--- config.mk ---
export PLATFORM = sky130hd
export DESIGN_NAME = clock_set_ctrl
export DESIGN_NICKNAME = d
export VERILOG_FILES = /design/src/rtl/clock_set_pkg.sv /design/src/rtl/clock_set_ctrl_btn_debounce.sv /design/src/rtl/clock_set_ctrl.sv
export SDC_FILE = /design/constraint.sdc
export NUM_CORES = 1
export LEC_CHECK = 0
export ABC_AREA = 1
export CAP_MARGIN = 10
export CORE_MARGIN = 2
export CORE_UTILIZATION = 30
export CTS_CLUSTER_SIZE = 25
export DETAILED_ROUTE_END_ITERATION = 8
export HOLD_SLACK_MARGIN = 0.08
export PLACE_DENSITY_LB_ADDON = 0.05
export SLEW_MARGIN = 25
export SYNTH_ARGS = -nofsm -noshare
export SYNTH_HDL_FRONTEND = slang
export SYNTH_HIERARCHICAL = 1
export SYNTH_SLANG_ARGS = --single-unit
--- constraint.sdc ---
create_clock -name clk -period 2.7 [get_ports clk]
set_clock_uncertainty 0.15 [all_clocks]
set_input_delay 0.405 -clock clk [delete_from_list [all_inputs] [get_ports clk]]
set_output_delay 0.405 -clock clk [all_outputs]
set_load 0.02 [all_outputs]
--- src/rtl/clock_set_pkg.sv ---
// ============================================================================
//  Module      : clock_set_pkg
//  Description : Shared state encoding, BCD limits, blink masks and BCD
//                time helpers for the clock set-mode controller.
//                Optional build macro used by clock_set_ctrl:
//                CLOCK_SET_AUTO_REPEAT_EN (hold-to-repeat increments).
//  Revision    : 1.0 - initial release
// ============================================================================
`default_nettype none

package clock_set_pkg;

    // Set-mode FSM encoding
    localparam logic [1:0] ST_RUN     = 2'd0;
    localparam logic [1:0] ST_SET_HR  = 2'd1;
    localparam logic [1:0] ST_SET_MIN = 2'd2;
    localparam logic [1:0] ST_LOAD    = 2'd3;

    // BCD limits
    localparam int         MAX_HR   = 23;
    localparam logic [3:0] MAX_MIN1 = 4'd5;
    localparam logic [3:0] BCD_MAX  = 4'd9;

    // Display blanking masks (bit0 = seconds units ... bit5 = hours tens)
    localparam logic [5:0] BLINK_MASK_HR  = 6'b110000;
    localparam logic [5:0] BLINK_MASK_MIN = 6'b001100;

    // Editable part of the time, one BCD nibble per digit
    typedef struct packed {
        logic [3:0] hr1;
        logic [3:0] hr0;
        logic [3:0] min1;
        logic [3:0] min0;
    } hhmm_t;

    // Binary value of a two-digit BCD field
    function automatic int bcd_val(input logic [3:0] hi, input logic [3:0] lo);
        return int'(hi) * 10 + int'(lo);
    endfunction

    // Replace illegal fields of a live snapshot by zero: an out-of-range hour
    // clears both hour digits, each bad minute digit clears only itself.
    function automatic hhmm_t sanitize(input hhmm_t t);
        hhmm_t r;
        r = t;
        if ((t.hr1 > BCD_MAX) || (t.hr0 > BCD_MAX) || (bcd_val(t.hr1, t.hr0) > MAX_HR)) begin
            r.hr1 = 4'd0;
            r.hr0 = 4'd0;
        end
        if (t.min1 > MAX_MIN1) begin
            r.min1 = 4'd0;
        end
        if (t.min0 > BCD_MAX) begin
            r.min0 = 4'd0;
        end
        return r;
    endfunction

    // Hours 00 -> 23 -> 00 with BCD carry from units into tens
    function automatic hhmm_t hr_inc(input hhmm_t t);
        hhmm_t r;
        r = t;
        if (bcd_val(t.hr1, t.hr0) >= MAX_HR) begin
            r.hr1 = 4'd0;
            r.hr0 = 4'd0;
        end else if (t.hr0 >= BCD_MAX) begin
            r.hr1 = t.hr1 + 4'd1;
            r.hr0 = 4'd0;
        end else begin
            r.hr0 = t.hr0 + 4'd1;
        end
        return r;
    endfunction

    // Minutes 00 -> 59 -> 00; no carry into the hours
    function automatic hhmm_t min_inc(input hhmm_t t);
        hhmm_t r;
        r = t;
        if (t.min0 >= BCD_MAX) begin
            r.min0 = 4'd0;
            r.min1 = (t.min1 >= MAX_MIN1) ? 4'd0 : (t.min1 + 4'd1);
        end else begin
            r.min0 = t.min0 + 4'd1;
        end
        return r;
    endfunction

endpackage

`default_nettype wire

--- src/rtl/clock_set_ctrl_btn_debounce.sv ---
// ============================================================================
//  Module      : btn_debounce
//  Description : Two-flop synchronizer, tick-based debouncer and rising-edge
//                press pulse for one raw push-button.
//  Revision    : 1.0 - initial release
// ============================================================================
`default_nettype none

module btn_debounce #(
    parameter int DEBOUNCE_TICKS = 20
) (
    input  logic clk,
    input  logic rst,
    input  logic tick_en_i,
    input  logic btn_i,
    output logic level_o,
    output logic press_o
);

    localparam int            CW         = $clog2(DEBOUNCE_TICKS + 1);
    localparam logic [CW-1:0] C_CNT_LAST = CW'(DEBOUNCE_TICKS - 1);

    logic [1:0]    sync_q;
    logic [CW-1:0] cnt_q;
    logic [CW-1:0] cnt_d;
    logic          level_q;
    logic          level_d;
    logic          level_dly_q;

    // Count consecutive disagreeing ticks; accept the new level on the last one
    always_comb begin
        cnt_d   = cnt_q;
        level_d = level_q;
        if (tick_en_i) begin
            if (sync_q[1] != level_q) begin
                if (cnt_q == C_CNT_LAST) begin
                    level_d = sync_q[1];
                    cnt_d   = '0;
                end else begin
                    cnt_d = cnt_q + CW'(1);
                end
            end else begin
                cnt_d = '0;
            end
        end
    end

    // Synchronizer, debounce state and edge-detect delay
    always_ff @(posedge clk) begin
        if (rst) begin
            sync_q      <= 2'b00;
            cnt_q       <= '0;
            level_q     <= 1'b0;
            level_dly_q <= 1'b0;
        end else begin
            sync_q      <= {sync_q[0], btn_i};
            cnt_q       <= cnt_d;
            level_q     <= level_d;
            level_dly_q <= level_q;
        end
    end

    assign level_o = level_q;
    // Releases produce no event: only the rising edge of the debounced level
    assign press_o = level_q & ~level_dly_q;

endmodule

`default_nettype wire

--- src/rtl/clock_set_ctrl.sv ---
// ============================================================================
//  Module      : clock_set_ctrl
//  Description : Set-mode controller for the HH:MM:SS counter chain. Debounces
//                the mode/inc buttons, lets the user edit hours and minutes in
//                BCD, then issues a one-cycle parallel load (seconds load as 0
//                in the chain) and drives the display blink mask.
//                Build macro CLOCK_SET_AUTO_REPEAT_EN adds hold-to-repeat on
//                the increment button; without it each press is one step.
//  Revision    : 1.0 - initial release
// ============================================================================
`default_nettype none

module clock_set_ctrl #(
    parameter int DEBOUNCE_TICKS = 20,
    parameter int BLINK_TICKS    = 250,
    parameter int HOLD_TICKS     = 600,
    parameter int REPEAT_TICKS   = 150
) (
    input  logic       clk,
    input  logic       rst,
    input  logic       tick_en,
    input  logic       btn_mode,
    input  logic       btn_inc,
    input  logic [3:0] cur_hr1,
    input  logic [3:0] cur_hr0,
    input  logic [3:0] cur_min1,
    input  logic [3:0] cur_min0,
    output logic       run_ena,
    output logic       load,
    output logic [3:0] ld_hr1,
    output logic [3:0] ld_hr0,
    output logic [3:0] ld_min1,
    output logic [3:0] ld_min0,
    output logic       set_active,
    output logic [5:0] blink_mask
);

    import clock_set_pkg::*;

    localparam int            BW         = $clog2(BLINK_TICKS + 1);
    localparam logic [BW-1:0] C_BLK_LAST = BW'(BLINK_TICKS - 1);

    logic          w_mode_level;
    logic          w_mode_p;
    logic          w_inc_level;
    logic          w_inc_p;
    logic          w_rep_p;
    logic          w_inc_evt;
    logic          w_in_set;
    logic          w_blink_restart;
    logic          w_unused;
    hhmm_t         w_snap;

    logic [1:0]    state_q;
    logic [1:0]    state_d;
    hhmm_t         ld_q;
    hhmm_t         ld_d;
    logic          phase_q;
    logic          phase_d;
    logic [BW-1:0] blink_cnt_q;
    logic [BW-1:0] blink_cnt_d;

    btn_debounce #(
        .DEBOUNCE_TICKS (DEBOUNCE_TICKS)
    ) u_dbn_mode (
        .clk       (clk),
        .rst       (rst),
        .tick_en_i (tick_en),
        .btn_i     (btn_mode),
        .level_o   (w_mode_level),
        .press_o   (w_mode_p)
    );

    btn_debounce #(
        .DEBOUNCE_TICKS (DEBOUNCE_TICKS)
    ) u_dbn_inc (
        .clk       (clk),
        .rst       (rst),
        .tick_en_i (tick_en),
        .btn_i     (btn_inc),
        .level_o   (w_inc_level),
        .press_o   (w_inc_p)
    );

    assign w_in_set  = (state_q == ST_SET_HR) || (state_q == ST_SET_MIN);
    assign w_snap    = hhmm_t'({cur_hr1, cur_hr0, cur_min1, cur_min0});
    assign w_inc_evt = w_inc_p | w_rep_p;

`ifdef CLOCK_SET_AUTO_REPEAT_EN
    localparam int HMAX = (HOLD_TICKS > REPEAT_TICKS) ? HOLD_TICKS : REPEAT_TICKS;
    localparam int HW   = $clog2(HMAX + 1);

    logic [HW-1:0] hold_cnt_q;
    logic          repeating_q;
    logic [HW-1:0] w_hold_target;
    logic          w_hold_run;

    // Hold counting only while a held inc is being applied to a SET state;
    // a mode press or a release restarts the hold delay.
    assign w_hold_run    = w_in_set & w_inc_level & ~w_mode_p;
    assign w_hold_target = repeating_q ? HW'(REPEAT_TICKS - 1) : HW'(HOLD_TICKS - 1);
    assign w_rep_p       = w_hold_run & tick_en & (hold_cnt_q == w_hold_target);

    // Initial hold delay, then periodic repeat while the button stays down
    always_ff @(posedge clk) begin
        if (rst || !w_hold_run) begin
            hold_cnt_q  <= '0;
            repeating_q <= 1'b0;
        end else if (tick_en) begin
            if (w_rep_p) begin
                hold_cnt_q  <= '0;
                repeating_q <= 1'b1;
            end else begin
                hold_cnt_q <= hold_cnt_q + HW'(1);
            end
        end
    end

    assign w_unused = w_mode_level;
`else
    assign w_rep_p  = 1'b0;
    assign w_unused = w_mode_level ^ w_inc_level ^ (HOLD_TICKS > 0) ^ (REPEAT_TICKS > 0);
`endif

    // Set-mode FSM and edit datapath; a mode press always beats an increment
    always_comb begin
        state_d         = state_q;
        ld_d            = ld_q;
        w_blink_restart = 1'b0;
        case (state_q)
            ST_RUN: begin
                if (w_mode_p) begin
                    ld_d            = sanitize(w_snap);
                    state_d         = ST_SET_HR;
                    w_blink_restart = 1'b1;
                end
            end
            ST_SET_HR: begin
                if (w_mode_p) begin
                    state_d         = ST_SET_MIN;
                    w_blink_restart = 1'b1;
                end else if (w_inc_evt) begin
                    ld_d            = hr_inc(ld_q);
                    w_blink_restart = 1'b1;
                end
            end
            ST_SET_MIN: begin
                if (w_mode_p) begin
                    state_d = ST_LOAD;
                end else if (w_inc_evt) begin
                    ld_d            = min_inc(ld_q);
                    w_blink_restart = 1'b1;
                end
            end
            ST_LOAD: begin
                state_d = ST_RUN;
            end
            default: begin
                state_d = ST_RUN;
            end
        endcase
    end

    // Blink phase: restarts visible on entry/increment, toggles every BLINK_TICKS
    always_comb begin
        phase_d     = phase_q;
        blink_cnt_d = blink_cnt_q;
        if (w_blink_restart || !w_in_set) begin
            phase_d     = 1'b0;
            blink_cnt_d = '0;
        end else if (tick_en) begin
            if (blink_cnt_q == C_BLK_LAST) begin
                blink_cnt_d = '0;
                phase_d     = ~phase_q;
            end else begin
                blink_cnt_d = blink_cnt_q + BW'(1);
            end
        end
    end

    // State, edit registers and blink registers
    always_ff @(posedge clk) begin
        if (rst) begin
            state_q     <= ST_RUN;
            ld_q        <= '0;
            phase_q     <= 1'b0;
            blink_cnt_q <= '0;
        end else begin
            state_q     <= state_d;
            ld_q        <= ld_d;
            phase_q     <= phase_d;
            blink_cnt_q <= blink_cnt_d;
        end
    end

    assign run_ena    = (state_q == ST_RUN);
    assign load       = (state_q == ST_LOAD);
    assign set_active = w_in_set;
    assign ld_hr1     = ld_q.hr1;
    assign ld_hr0     = ld_q.hr0;
    assign ld_min1    = ld_q.min1;
    assign ld_min0    = ld_q.min0;
    assign blink_mask = !phase_q                 ? 6'b000000      :
                        (state_q == ST_SET_HR)  ? BLINK_MASK_HR  :
                        (state_q == ST_SET_MIN) ? BLINK_MASK_MIN : 6'b000000;

endmodule

`default_nettype wire
==> results of run 1 <==
area by class of cell:
type                       instances  area [sq um]
multi-input combinational        346          2000
tap                              140           175
fill                            1200          6740
inverter                          76           285
sequential                        45           901
timing repair buffer              59           551
clock buffer                       6          72.6
clock inverter                     2          15.0
worst register-to-register path, stage by stage (launching register included):
cell	delay, ns
dfxtp_1	0.36
buf_4	0.17
ha_1	0.22
fa_1	0.41
nand2_1	0.11
inv_1	0.04
o21ai_0	0.19
nand3_2	0.24
nand3_2	0.20
nand3_1	0.11
nor2_1	0.10
nor2_1	0.05
synth_stat cells (2+ instances only):
cell type / n / area share
nand2_1: 90 / 0.10
inv_1: 71 / 0.081
nor2_1: 59 / 0.067
dfxtp_1: 45 / 0.27
nand3_1: 42 / 0.064
ha_1: 33 / 0.13
a21oi_1: 31 / 0.047
o21ai_0: 22 / 0.034
nand4_1: 15 / 0.029
buf_4: 5 / 0.011
inv_2: 5 / 0.0057
nor2_2: 5 / 0.0095
xor2_1: 5 / 0.013
a31oi_1: 4 / 0.0076
fa_1: 4 / 0.024
nand2_2: 4 / 0.0076
o22ai_1: 4 / 0.0076
nor3_1: 3 / 0.0046
nor3b_1: 3 / 0.0069
o21a_1: 3 / 0.0069
a21oi_2: 2 / 0.0053
buf_2: 2 / 0.0030
buf_6: 2 / 0.0069
clkbuf_1: 2 / 0.0023
nand3_2: 2 / 0.0061
o21bai_1: 2 / 0.0046
xnor2_1: 2 / 0.0053
state kept, by name, summed over array words and instances, names as in the netlist:
name	count
state_q	2
u_dbn_inc/sync_q	2
u_dbn_inc/level_o	1
u_dbn_inc/level_dly_q	1
u_dbn_inc/cnt_q	5
ld_min0	4
ld_min1	4
u_dbn_mode/level_o	1
u_dbn_mode/cnt_q	5
u_dbn_mode/sync_q	2
phase_q	1
blink_cnt_q	8
u_dbn_mode/level_dly_q	1
ld_hr0	4
ld_hr1	4
where the power goes:
group | switching, mW | internal (mW)
sequential | 0.0513 | 0.702
combinational | 0.290 | 0.227
clock | 0.247 | 0.183
total | 0.589 | 1.11
cells in the final DEF, fill, tap and decap left out, drive strengths merged, types with 4 or more instances in the layout:
| cell type | Yosys | layout |
|---|---|---|
| nand2 | 95 | 95 |
| inv | 76 | 76 |
| nor2 | 65 | 65 |
| dfxtp | 45 | 45 |
| nand3 | 44 | 44 |
| clkdlybuf4s50 | 0 | 43 |
| ha | 33 | 33 |
| a21oi | 33 | 33 |
| o21ai | 22 | 22 |
| buf | 10 | 16 |
| nand4 | 15 | 15 |
| clkbuf | 2 | 6 |
| xor2 | 5 | 5 |
| a31oi | 4 | 4 |
| o22ai | 4 | 4 |
| fa | 4 | 4 |
| nor3 | 4 | 4 |
cell families (layout without fill, tap and decap cells):
group | count (synthesis) | count (layout) | synth area share
fa+ha+maj | 37 | 37 | 0.150
other cells | 1 | 2 | 0.00114
compound gates | 70 | 70 | 0.119
flops | 45 | 45 | 0.274
simple gates | 230 | 230 | 0.320
buf+inv | 88 | 143 | 0.117
xor+xnor | 7 | 7 | 0.0187
path summary, 6_finish.rpt:
kind,startpoint,to,slack (ns),depth (start not counted)
setup / recovery,cur_hr1[1],ld_hr1[1]$_SDFFE_PP0P_,0.23,12
hold / removal,u_dbn_mode/sync_q[0]$_SDFF_PP0_,u_dbn_mode/sync_q[1]$_SDFF_PP0_,0.26,2
setup reg to reg,ld_hr1[0]$_SDFFE_PP0P_,ld_hr1[1]$_SDFFE_PP0P_,0.26,11
hold reg to reg,u_dbn_mode/sync_q[0]$_SDFF_PP0_,u_dbn_mode/sync_q[1]$_SDFF_PP0_,0.26,2
per-layer routing:
metal  track usage  wire [um]  up-vias
met4        0.0348         82        0
li1              -          -     1650
met3        0.0251        154        7
met2         0.240       3590       33
met5             0          0        -
met1         0.176       3730     1350
stage by stage:
step	util	instance area (sq um)	power, mW	setup slack [ns]
floorplan	-	3290	1.08	0.137
global placement	0.364	3920	1.29	-0.0627
detailed placement	0.364	3920	1.29	-0.0753
CTS	0.373	4000	1.73	0.231
global route	0.373	4000	1.83	0.0296
finish	0.373	4000	1.70	0.229
==> out/qor.txt, run 1 <==
post-synthesis sequential area ratio - 0.274
vias in the first global route - 2957
Routability Congestion - 0.788
Hold Fails Final Rpt - 0
ys flop type - dfxtp_1
Pre-Repair DR Iteration Count - 4
initial antenna violation count - 0
critical path type - in -> reg
hold slack - 0.256 ns
routed len/inst - 11.2 um
RSZ-0062 raised after global routing - no
peak supply drop - 0.177 mV
Antenna Cells - 0
maxcap violations - 0
Slew Viols, Final - 0
nets@finish - 591
PostCTS Resize Cnt - 0
worst path buffer plus inverter count - 2
number of H-tree levels - 2
setup bufs post-CTS - 0
post-route setup TNS - 0 ns
CTS clk-pin slew, worst paths - 0.09 ns
Yosys Warn Count - 6
Chip Width - 109 um
Core Box Area - 10700 sq um
Worst-Skew Late Latency - 0.30 ns
final setup vio count - 0
FMAX - 405 MHz
Routed WL - 7550 um
boundary pin count - 46
CP most frequent cell - nand2_1
Routed Antenna Nets - 0
initial core utilization - 0.306
Leak Pwr - 1.81 nW
Mapped Cells - 478
# rows - 38
# hold bufs at CTS - 0
post-synthesis cell type count - 38
status - finished clean
Period minus WS final - 2.47 ns
via count - 3040
total gr overflow - 0
clock sinks - 45
DPL Wire Length - 5950 um
Die Y-Extent - 109 um
WP data required - 2.79 ns
TritonCTS clock tree - yes
CP peak stage delay - 0.50 ns
cts bufs inserted - 5
synthesis-to-finish area growth - 21.9%
nature of the critical path endpoint - register
first-pass GRT wire length - 13200 um
pwr/cell area - 425 nW/um^2
Tot GR Track Use - 0.138
worst hold path class - reg -> reg
vias per cell - 4.51
Worst EP arrival - 2.57 ns
placed cell count - 666
filler-free cell count of the finished design - 674
critical path fanouts, max - 6
Startpoint Class - input port
area of the mapped netlist - 3280 sq um
flops & latches, synth - 45
Residual DRC - 0
cells along the critical path - clkdlybuf4s50_1 -> ha_1 -> ha_1 -> fa_1 -> inv_1 -> nand2_1 -> nand2_1 -> nand2_1 -> nand2_1 -> nor2_1 -> nor2_1 -> nor2_1
1st-iter DRT viols - 82
proportion of layout cells with a drive suffix above 1 - 0.0880
maximum clock insertion buffer count - 2
Clock Tree Root - clkbuf_8
share of flip-flops with an asynchronous set or reset - 0
largest net degree at the start of global routing - 24
Post-synth EDFFs - 0
Avg Cell Area, Syn - 6.87 sq um
Die ar. - 11800 sq um
fin crit share - 0.915
slowest stage cell on the critical path - fa_1
IO Port Bufs - 43
CP delay by family, top - adder cells
No activity file was read; power rests on OpenSTA's default activity.
==> run 2: changes to the inputs <==
ABC_CLOCK_PERIOD_IN_PS = 2700   (was unset)
==> results of run 2 <==
No change in the layout: final DEF, timing and power equal those of run 1.
==> run 3: changes to the inputs <==
SETUP_SLACK_MARGIN = 0.15   (was unset)
==> run 3 against run 2 <==
Effect of this change: count of clock-buffer cells in the layout down 1; hold slack better by 0.0013 ns; largest power group unchanged; via count up 2.3%; routed wire length up 3.6%; cell count unchanged.
==> out/qor.txt, run 3 (synthesized netlist as in run 1, its figures left out) <==
Slew @ Worst Pin - 0.744 ns
1st-iter DRT viols - 119
vias per cell - 4.62
Residual DRC - 0
R2R depth - 12
largest reg by FF count - blink_cnt_q
DPL Wire Length - 6030 um
Regs by FF count - blink_cnt_q (8), u_dbn_inc/cnt_q (5), u_dbn_mode/cnt_q (5)
initial core utilization - 0.306
FMAX - 408 MHz
Antenna Cells - 0
Startpoint Class - input port
Period minus WS final - 2.45 ns
most common cell after layout, fill and taps aside - nand2_1
initial antenna violation count - 0
critical path type - in -> reg
WP data required - 2.76 ns
CP peak stage delay - 0.53 ns
number of H-tree levels - 2
proportion of layout cells with a drive suffix above 1 - 0.110
Setup WS pre-CTS - -0.0963 ns
final setup vio count - 0
maxcap violations - 0
via count - 3111
nets@finish - 591
Core Box Area - 10700 sq um
hold slack - 0.257 ns
# hold bufs at CTS - 0
IO Port Bufs - 43
status - finished clean
setup ws final - 0.247 ns
commonest cells after routing, fill and taps aside - nand2_1 (89), inv_1 (71), nor2_1 (58), dfxtp_1 (44), clkdlybuf4s50_1 (42)
Die ar. - 11800 sq um
fin crit share - 0.909
Hold Fails Final Rpt - 0
Leak Pwr - 1.82 nW
# rows - 38
Pre-Repair DR Iteration Count - 4
Routed WL - 7820 um
pwr/cell area - 425 nW/um^2
total gr overflow - 0
critical path fanouts, max - 5
first-pass GRT wire length - 12900 um
Worst-Skew Late Latency - 0.30 ns
Chip Width - 109 um
boundary pin count - 46
cells along the critical path - clkdlybuf4s50_1 -> ha_1 -> ha_2 -> fa_2 -> inv_1 -> a21oi_2 -> nor2_2 -> buf_4 -> nand3_1 -> nand3_1 -> nand2_1 -> inv_1
Die Y-Extent - 109 um
worst path buffer plus inverter count - 4
Worst EP arrival - 2.51 ns
maximum clock insertion buffer count - 2
Slew Viols, Final - 0
CP delay by family, top - adder cells
post-route setup TNS - 0 ns
peak supply drop - 0.210 mV
clock sinks - 45
WP depth - 12
hold depth - 2
RSZ-0062 raised after global routing - no
CTS clk-pin slew, worst paths - 0.09 ns
Worst slew margin - 0.500
Routed Antenna Nets - 0
Tot GR Track Use - 0.135
routed len/inst - 11.6 um
Clock Tree Root - clkbuf_8
slowest stage cell on the critical path - fa_2
Fillers - 1186
Design Power - 1.72 mW
cts bufs inserted - 5
nature of the critical path endpoint - register
largest net degree at the start of global routing - 24
synthesis-to-finish area growth - 23.4%
flip-flop count of the largest register after layout - 8
TritonCTS clock tree - yes
worst hold path class - reg -> reg
vias in the first global route - 2891
Routability Congestion - 0.795
run 3: per-stage QoR:
stage | util | instance area (sq um) | cells
after floorplan | - | 3290 | 479
after global placement | 0.365 | 3920 | 666
after detailed placement | 0.365 | 3920 | 666
after CTS | 0.373 | 4010 | 674
after global routing | 0.377 | 4050 | 674
final | 0.377 | 4050 | 674
run 3: per-layer routing:
metal,part of all wire,global-route usage,up-vias
li1,-,-,1652
met1,0.49,0.176,1415
met2,0.48,0.232,39
met3,0.023,0.0221,5
met4,0.0093,0.0330,0
met5,0,0,-
run 3: power by group:
group | total (mW) | switching [mW] | internal (mW)
clock | 0.435 | 0.251 | 0.184
combinational | 0.535 | 0.303 | 0.232
sequential | 0.755 | 0.0526 | 0.702
total | 1.72 | 0.606 | 1.12
run 3: final timing paths:
| check | start | endpoint | slack [ns] |
|---|---|---|---|
| worst max-delay path | cur_hr1[1] | ld_hr0[2]$_SDFFE_PP0P_ | 0.25 |
| worst min-delay path | u_dbn_mode/sync_q[0]$_SDFF_PP0_ | u_dbn_mode/sync_q[1]$_SDFF_PP0_ | 0.26 |
| worst max register to register | ld_hr1[1]$_SDFFE_PP0P_ | ld_hr1[1]$_SDFFE_PP0P_ | 0.28 |
| worst min register to register | u_dbn_mode/sync_q[0]$_SDFF_PP0_ | u_dbn_mode/sync_q[1]$_SDFF_PP0_ | 0.26 |
run 3: repair_timing:
item                       4_1_cts  5_1_grt
setup endpoints to repair        0        8
buffers inserted                 0        0
resized for setup                0       13
run 3: final cells by class:
cell class	count	area (sq um)	area share
flip-flops and latches	45	902	0.223
clock buffers	5	68.8	0.0170
repair buffers	59	557	0.137
well taps	140	175	0.0432
clock inverters	3	21.3	0.00525
inverters	76	285	0.0704
multi-input cells	346	2040	0.504
run 3: worst reg2reg max path, delay by kind of cell, from the launching register on:
family / cells / cell delay, ns
flops: 1 / 0.33
simple gates: 7 / 0.66
fa+ha+maj: 3 / 1.00
buf+inv: 2 / 0.20
